--- src/rtl/alu_pkg.sv ---
// Shared definitions for the 8-bit ALU datapath stages.
// Holds the state encoding used by signed_minmax_tracker.
// No ports; imported with import alu_pkg::*.
package alu_pkg;

    typedef enum logic [1:0] {
        MM_IDLE  = 2'd0,
        MM_ACCUM = 2'd1,
        MM_HOLD  = 2'd2
    } minmax_state_t;

endpackage

--- src/rtl/signed_comparator.sv ---
// Two's-complement magnitude comparator, purely combinational.
// Ports: a, b (SIZE-bit signed operands); greater = a > b, equal = a == b.
// Signed order is obtained by flipping the sign bits and comparing unsigned.
module signed_comparator #(
    parameter int SIZE = 8
) (
    input  logic [SIZE-1:0] a,
    input  logic [SIZE-1:0] b,
    output logic            greater,
    output logic            equal
);

    logic [SIZE-1:0] a_bias;
    logic [SIZE-1:0] b_bias;

    // Inverting the MSB maps -2^(SIZE-1)..2^(SIZE-1)-1 onto 0..2^SIZE-1 monotonically.
    assign a_bias  = {~a[SIZE-1], a[SIZE-2:0]};
    assign b_bias  = {~b[SIZE-1], b[SIZE-2:0]};
    assign greater = (a_bias > b_bias);
    assign equal   = (a == b);

endmodule

--- src/rtl/signed_minmax_tracker.sv ---
// Running signed min/max and saturating beat count over a valid/ready frame.
// Ports: clk, rst (sync, active-high); in_valid/in_ready/in_data/in_last input stream;
//        out_valid/out_ready with out_min, out_max, out_count, out_eq held until taken.
// Result appears the cycle after the last beat is accepted; input stalls while a result is held.
module signed_minmax_tracker
    import alu_pkg::*;
#(
    parameter int SIZE    = 8,
    parameter int COUNT_W = 8
) (
    input  logic               clk,
    input  logic               rst,
    input  logic               in_valid,
    output logic               in_ready,
    input  logic [SIZE-1:0]    in_data,
    input  logic               in_last,
    output logic               out_valid,
    input  logic               out_ready,
    output logic [SIZE-1:0]    out_min,
    output logic [SIZE-1:0]    out_max,
    output logic [COUNT_W-1:0] out_count,
    output logic               out_eq
);

    localparam logic [COUNT_W-1:0] CNT_MAX = {COUNT_W{1'b1}};

    minmax_state_t      state;
    logic [SIZE-1:0]    min_q, max_q;
    logic [COUNT_W-1:0] cnt_q;
    logic               eq_q;

    logic [SIZE-1:0]    min_nxt, max_nxt;
    logic [COUNT_W-1:0] cnt_nxt;
    logic               accept;
    logic               new_gt_max, new_eq_max;
    logic               new_gt_min, new_eq_min;
    logic               mm_equal;
    logic               unused_mm_greater;
    logic               unused_new_eq_max;

    // Handshake outputs come straight from the state register; rst only gates ready low.
    assign in_ready  = !rst && (state != MM_HOLD);
    assign out_valid = (state == MM_HOLD);
    assign accept    = in_valid && in_ready;

    signed_comparator #(.SIZE(SIZE)) u_cmp_max (
        .a       (in_data),
        .b       (max_q),
        .greater (new_gt_max),
        .equal   (new_eq_max)
    );

    signed_comparator #(.SIZE(SIZE)) u_cmp_min (
        .a       (in_data),
        .b       (min_q),
        .greater (new_gt_min),
        .equal   (new_eq_min)
    );

    // Compares the values about to be stored so out_eq lines up with out_min/out_max.
    signed_comparator #(.SIZE(SIZE)) u_cmp_eq (
        .a       (min_nxt),
        .b       (max_nxt),
        .greater (unused_mm_greater),
        .equal   (mm_equal)
    );

    assign unused_new_eq_max = new_eq_max;

    always_comb begin
        min_nxt = min_q;
        max_nxt = max_q;
        cnt_nxt = cnt_q;
        if (accept) begin
            if (state == MM_IDLE) begin
                min_nxt = in_data;
                max_nxt = in_data;
                cnt_nxt = COUNT_W'(1);
            end else begin
                // Strict comparisons: a tie leaves the stored extreme untouched.
                if (new_gt_max)
                    max_nxt = in_data;
                if (!new_gt_min && !new_eq_min)
                    min_nxt = in_data;
                if (cnt_q != CNT_MAX)
                    cnt_nxt = cnt_q + COUNT_W'(1);
            end
        end
    end

    always_ff @(posedge clk) begin
        if (rst) begin
            state <= MM_IDLE;
            min_q <= '0;
            max_q <= '0;
            cnt_q <= '0;
            eq_q  <= 1'b0;
        end else begin
            min_q <= min_nxt;
            max_q <= max_nxt;
            cnt_q <= cnt_nxt;
            // Only refreshed on an accept, so it reads 0 after reset until data arrives.
            if (accept)
                eq_q <= mm_equal;
            case (state)
                MM_IDLE: begin
                    if (accept)
                        state <= in_last ? MM_HOLD : MM_ACCUM;
                end
                MM_ACCUM: begin
                    if (accept && in_last)
                        state <= MM_HOLD;
                end
                MM_HOLD: begin
                    if (out_ready)
                        state <= MM_IDLE;
                end
                default: state <= MM_IDLE;
            endcase
        end
    end

    assign out_min   = min_q;
    assign out_max   = max_q;
    assign out_count = cnt_q;
    assign out_eq    = eq_q;

endmodule
--- config.mk ---
export PLATFORM = sky130hd
export DESIGN_NAME = signed_minmax_tracker
export DESIGN_NICKNAME = d
export VERILOG_FILES = /design/src/rtl/alu_pkg.sv /design/src/rtl/signed_comparator.sv /design/src/rtl/signed_minmax_tracker.sv
export SDC_FILE = /design/constraint.sdc
export NUM_CORES = 1
export LEC_CHECK = 0
export CAP_MARGIN = 5
export CORE_AREA = 2 2 69 71
export DETAILED_ROUTE_END_ITERATION = 6
export DIE_AREA = 0 0 71 73
export PLACE_DENSITY = 0.73
export SYNTH_ARGS = -nofsm -noshare
export SYNTH_HDL_FRONTEND = slang
export SYNTH_SLANG_ARGS = --single-unit
--- constraint.sdc ---
create_clock -name clk -period 2.5 [get_ports clk]
set_input_delay 0.5 -clock clk [delete_from_list [all_inputs] [get_ports clk]]
set_output_delay 0.5 -clock clk [all_outputs]
set_load 0.005 [all_outputs]
==> run summary <==
outcome - finished, violations left
failing checks - setup timing
CP Capture Type - flip-flop
first-pass GRT wire length - 9580 microns
CP max stage cell - or4_4
mapped cell area - 1950 sq um
area leader, netlist - dfxtp_1
largest cells by area after synthesis - dfxtp_1 28%, ha_1 11%, a21oi_1 5.7%
period utilisation layout - 109%
type of the worst setup path - in2reg
area growth from synthesis to layout - 56.5%
crit-path cells - clkdlybuf4s15_2 > ha_2 > or4_4 > a21oi_4 > o31ai_4 > buf_4 > mux2i_1 > xnor2_1 > a221o_1 > a2111oi_4 > a31o_1
post-synth cell types - 46
Final WS setup - -0.231 ns
GR Layer Usage met3 - 2.21%
leak pwr - 0.00128 uW
gr busiest metal - met2
share of cells above drive strength 1 - 31.1%
total gr overflow - 0
Place WS - -0.763 ns
Total Wirelength - 6090 microns
Worst EP required - 2.74 ns
most frequent cells in the layout - 65 x buf_4, 29 x clkdlybuf4s50_1, 27 x nor2_1
Clock Skews - 0.00412 ns
commonest non-fill, non-tap cell in the layout - buf_4
drt initial violations - 135
n_diodes - 0
fmax - 0.366 GHz
post-synth top area share - 27.8%
VDD IR max - 0.220 mV
Final Max Tran Viols - 0
Die Y - 73 microns
Top Family by Delay on Critical Path - compound AO/OA/AOI/OAI gates
gpl congestion - 0.933
Max Cap Viol - 0
IO Pins - 40
synth warn - 0
Critical Path Start Type - input pin
Post-Syn Instances - 243
via/cell ratio - 5.47
largest net degree at the start of global routing - 24
syn nets - 273
CTS max path bufs - 2
Clock Sinks - 27
H-tree Lvls - 1
PortBufs - 39
die area - 5180 sq um
Crit Path Max Fanout - 5
Final #Nets - 375
Site Rows - 25
EDFF count, synth - 0
Critical Path AT - 2.97 ns
Hold-fix buffers, CTS - 0
post-DP HPWL - 4530 microns
vias in the first global route - 2110
Main synth FF type - dfxtp_1
Buf/Inv on CP - 2
worst hold slack - 0.510 ns
Cell Pwr Density - 421 nW/um^2
initial antenna violation count - 0
drt first pass iters - 4
Pwr Total - 1280 uW
flops & latches, synth - 27
share of flip-flops with an asynchronous set or reset - 0%
Initial Utilization - 42.9%
Routed WL per cell - 15.3 microns
Avg Inst Size Synth - 8.01 sq um
Worst Hold Class - reg2reg
final setup vio count - 1
total CTS buffers - 3
die width - 71 microns
min cycle time layout - 2.73 ns
CTS tree - done
post-route setup TNS - -0.231 ns
Clock transition at path regs - 0.11 ns
worst skew pair latency - 0.29 ns
drc violations - 0
gr usage total - 23.2%
clock root cell - clkbuf_8
Core Footprint - 4540 sq um
Slew @ Worst Pin - 0.435 ns
met2 global-route usage - 39.5%
Via Count - 2177
sequential fraction of the synthesis area - 27.8%
Slowest Stage Delay on Critical Path - 0.50 ns
relative slew slack - 70.9%
GR Util met1 - 30.2%
final hold viol count - 0
RSZ-0062 raised after global routing - yes
ANT nets after route - 0
## cells by family (layout without fill, tap and decap cells)
kind of cell | count (synthesis) | after routing | share of synthesized area (%)
adder cells (fa/ha/maj) | 17 | 17 | 10.9
XOR/XNOR | 15 | 15 | 6.75
AND/OR/NAND/NOR | 93 | 93 | 23.5
buffers and inverters | 25 | 126 | 4.95
multiplexers | 7 | 7 | 3.60
AO/OA/AOI/OAI | 59 | 59 | 22.6
flip-flops | 27 | 27 | 27.8
## cell usage after synthesis (all sizes together), types with 2 or more instances
cell and count:
a2111oi 4, a211oi 3, a21o 2, a21oi 23, a311oi 2, and2 2, and3 4, and4 2
buf 2, clkbuf 6, dfxtp 27, ha 17, inv 17, mux2i 7, nand2 18, nand2b 4
nand3 16, nand4 3, nor2 28, nor2b 2, nor3 4, o211ai 5, o21ai 2, o221ai 4
o22ai 4, o31ai 2, or2 4, or3 4, xnor2 4, xor2 11
## state kept, by name, summed over array words and instances (netlist names)
| register | cells |
|---|---|
| out_max | 8 |
| out_eq | 1 |
| out_count | 8 |
| out_min | 8 |
| state | 2 |
## report_power, final
group | leakage, uW | switching [uW] | internal (uW)
Clock | 0.0000217 | 164 | 114
Combinational | 0.00103 | 256 | 277
Sequential | 0.000221 | 15.4 | 455
Total | 0.00128 | 436 | 845
## worst reg2reg max path, stage by stage (launching register included)
cell and delay, ns:
dfxtp_2 0.34, inv_1 0.07, ha_4 0.16, or4_4 0.54
a21oi_4 0.15, o31ai_4 0.10, buf_4 0.17, mux2i_1 0.16
xnor2_1 0.09, a221o_1 0.35, a2111oi_4 0.34, a31o_1 0.18
## path summary, 6_finish.rpt
| path | startpoint | endpoint | slack, ns | cells after the start |
|---|---|---|---|---|
| worst max-delay path | in_data[4] | out_eq$_SDFFE_PP0P_ | -0.23 | 11 |
| worst min-delay path | out_count[1]$_SDFFE_PP0P_ | out_count[1]$_SDFFE_PP0P_ | 0.51 | 2 |
| worst max register to register | out_min[2]$_SDFF_PP0_ | out_eq$_SDFFE_PP0P_ | -0.20 | 11 |
| worst min register to register | out_count[1]$_SDFFE_PP0P_ | out_count[1]$_SDFFE_PP0P_ | 0.51 | 2 |
## per-layer routing
layer / vias to the layer above / part of all wire, %
li1: 1085 / -
met5: - / 0
met1: 1027 / 46
met2: 55 / 49
met3: 10 / 3.9
met4: 0 / 1.7
## area by class of cell
type	instances	area (sq um)
multi-input cells	191	1460
clock inverters	1	7.51
fillers	389	1490
inverters	17	63.8
flip-flops and latches	27	543
well taps	54	67.6
clock buffers	3	41.3
repair buffers	105	865
## repair_timing
action / CTS / global route
gates cloned: 0 / 0
setup buffers: 4 / 1
gates resized for setup: 41 / 14
pin swaps: 15 / 12
setup endpoints to repair: 15 / 7
## stage by stage
step / utilization, % / std cells / instance area (sq um)
global route: 67.2 / 398 / 3050
floorplan: - / 243 / 1980
CTS: 66.6 / 397 / 3020
detailed placement: 63.0 / 389 / 2860
global placement: 63.0 / 389 / 2860
finish: 67.2 / 398 / 3050
(Power assumes the default switching activity.)
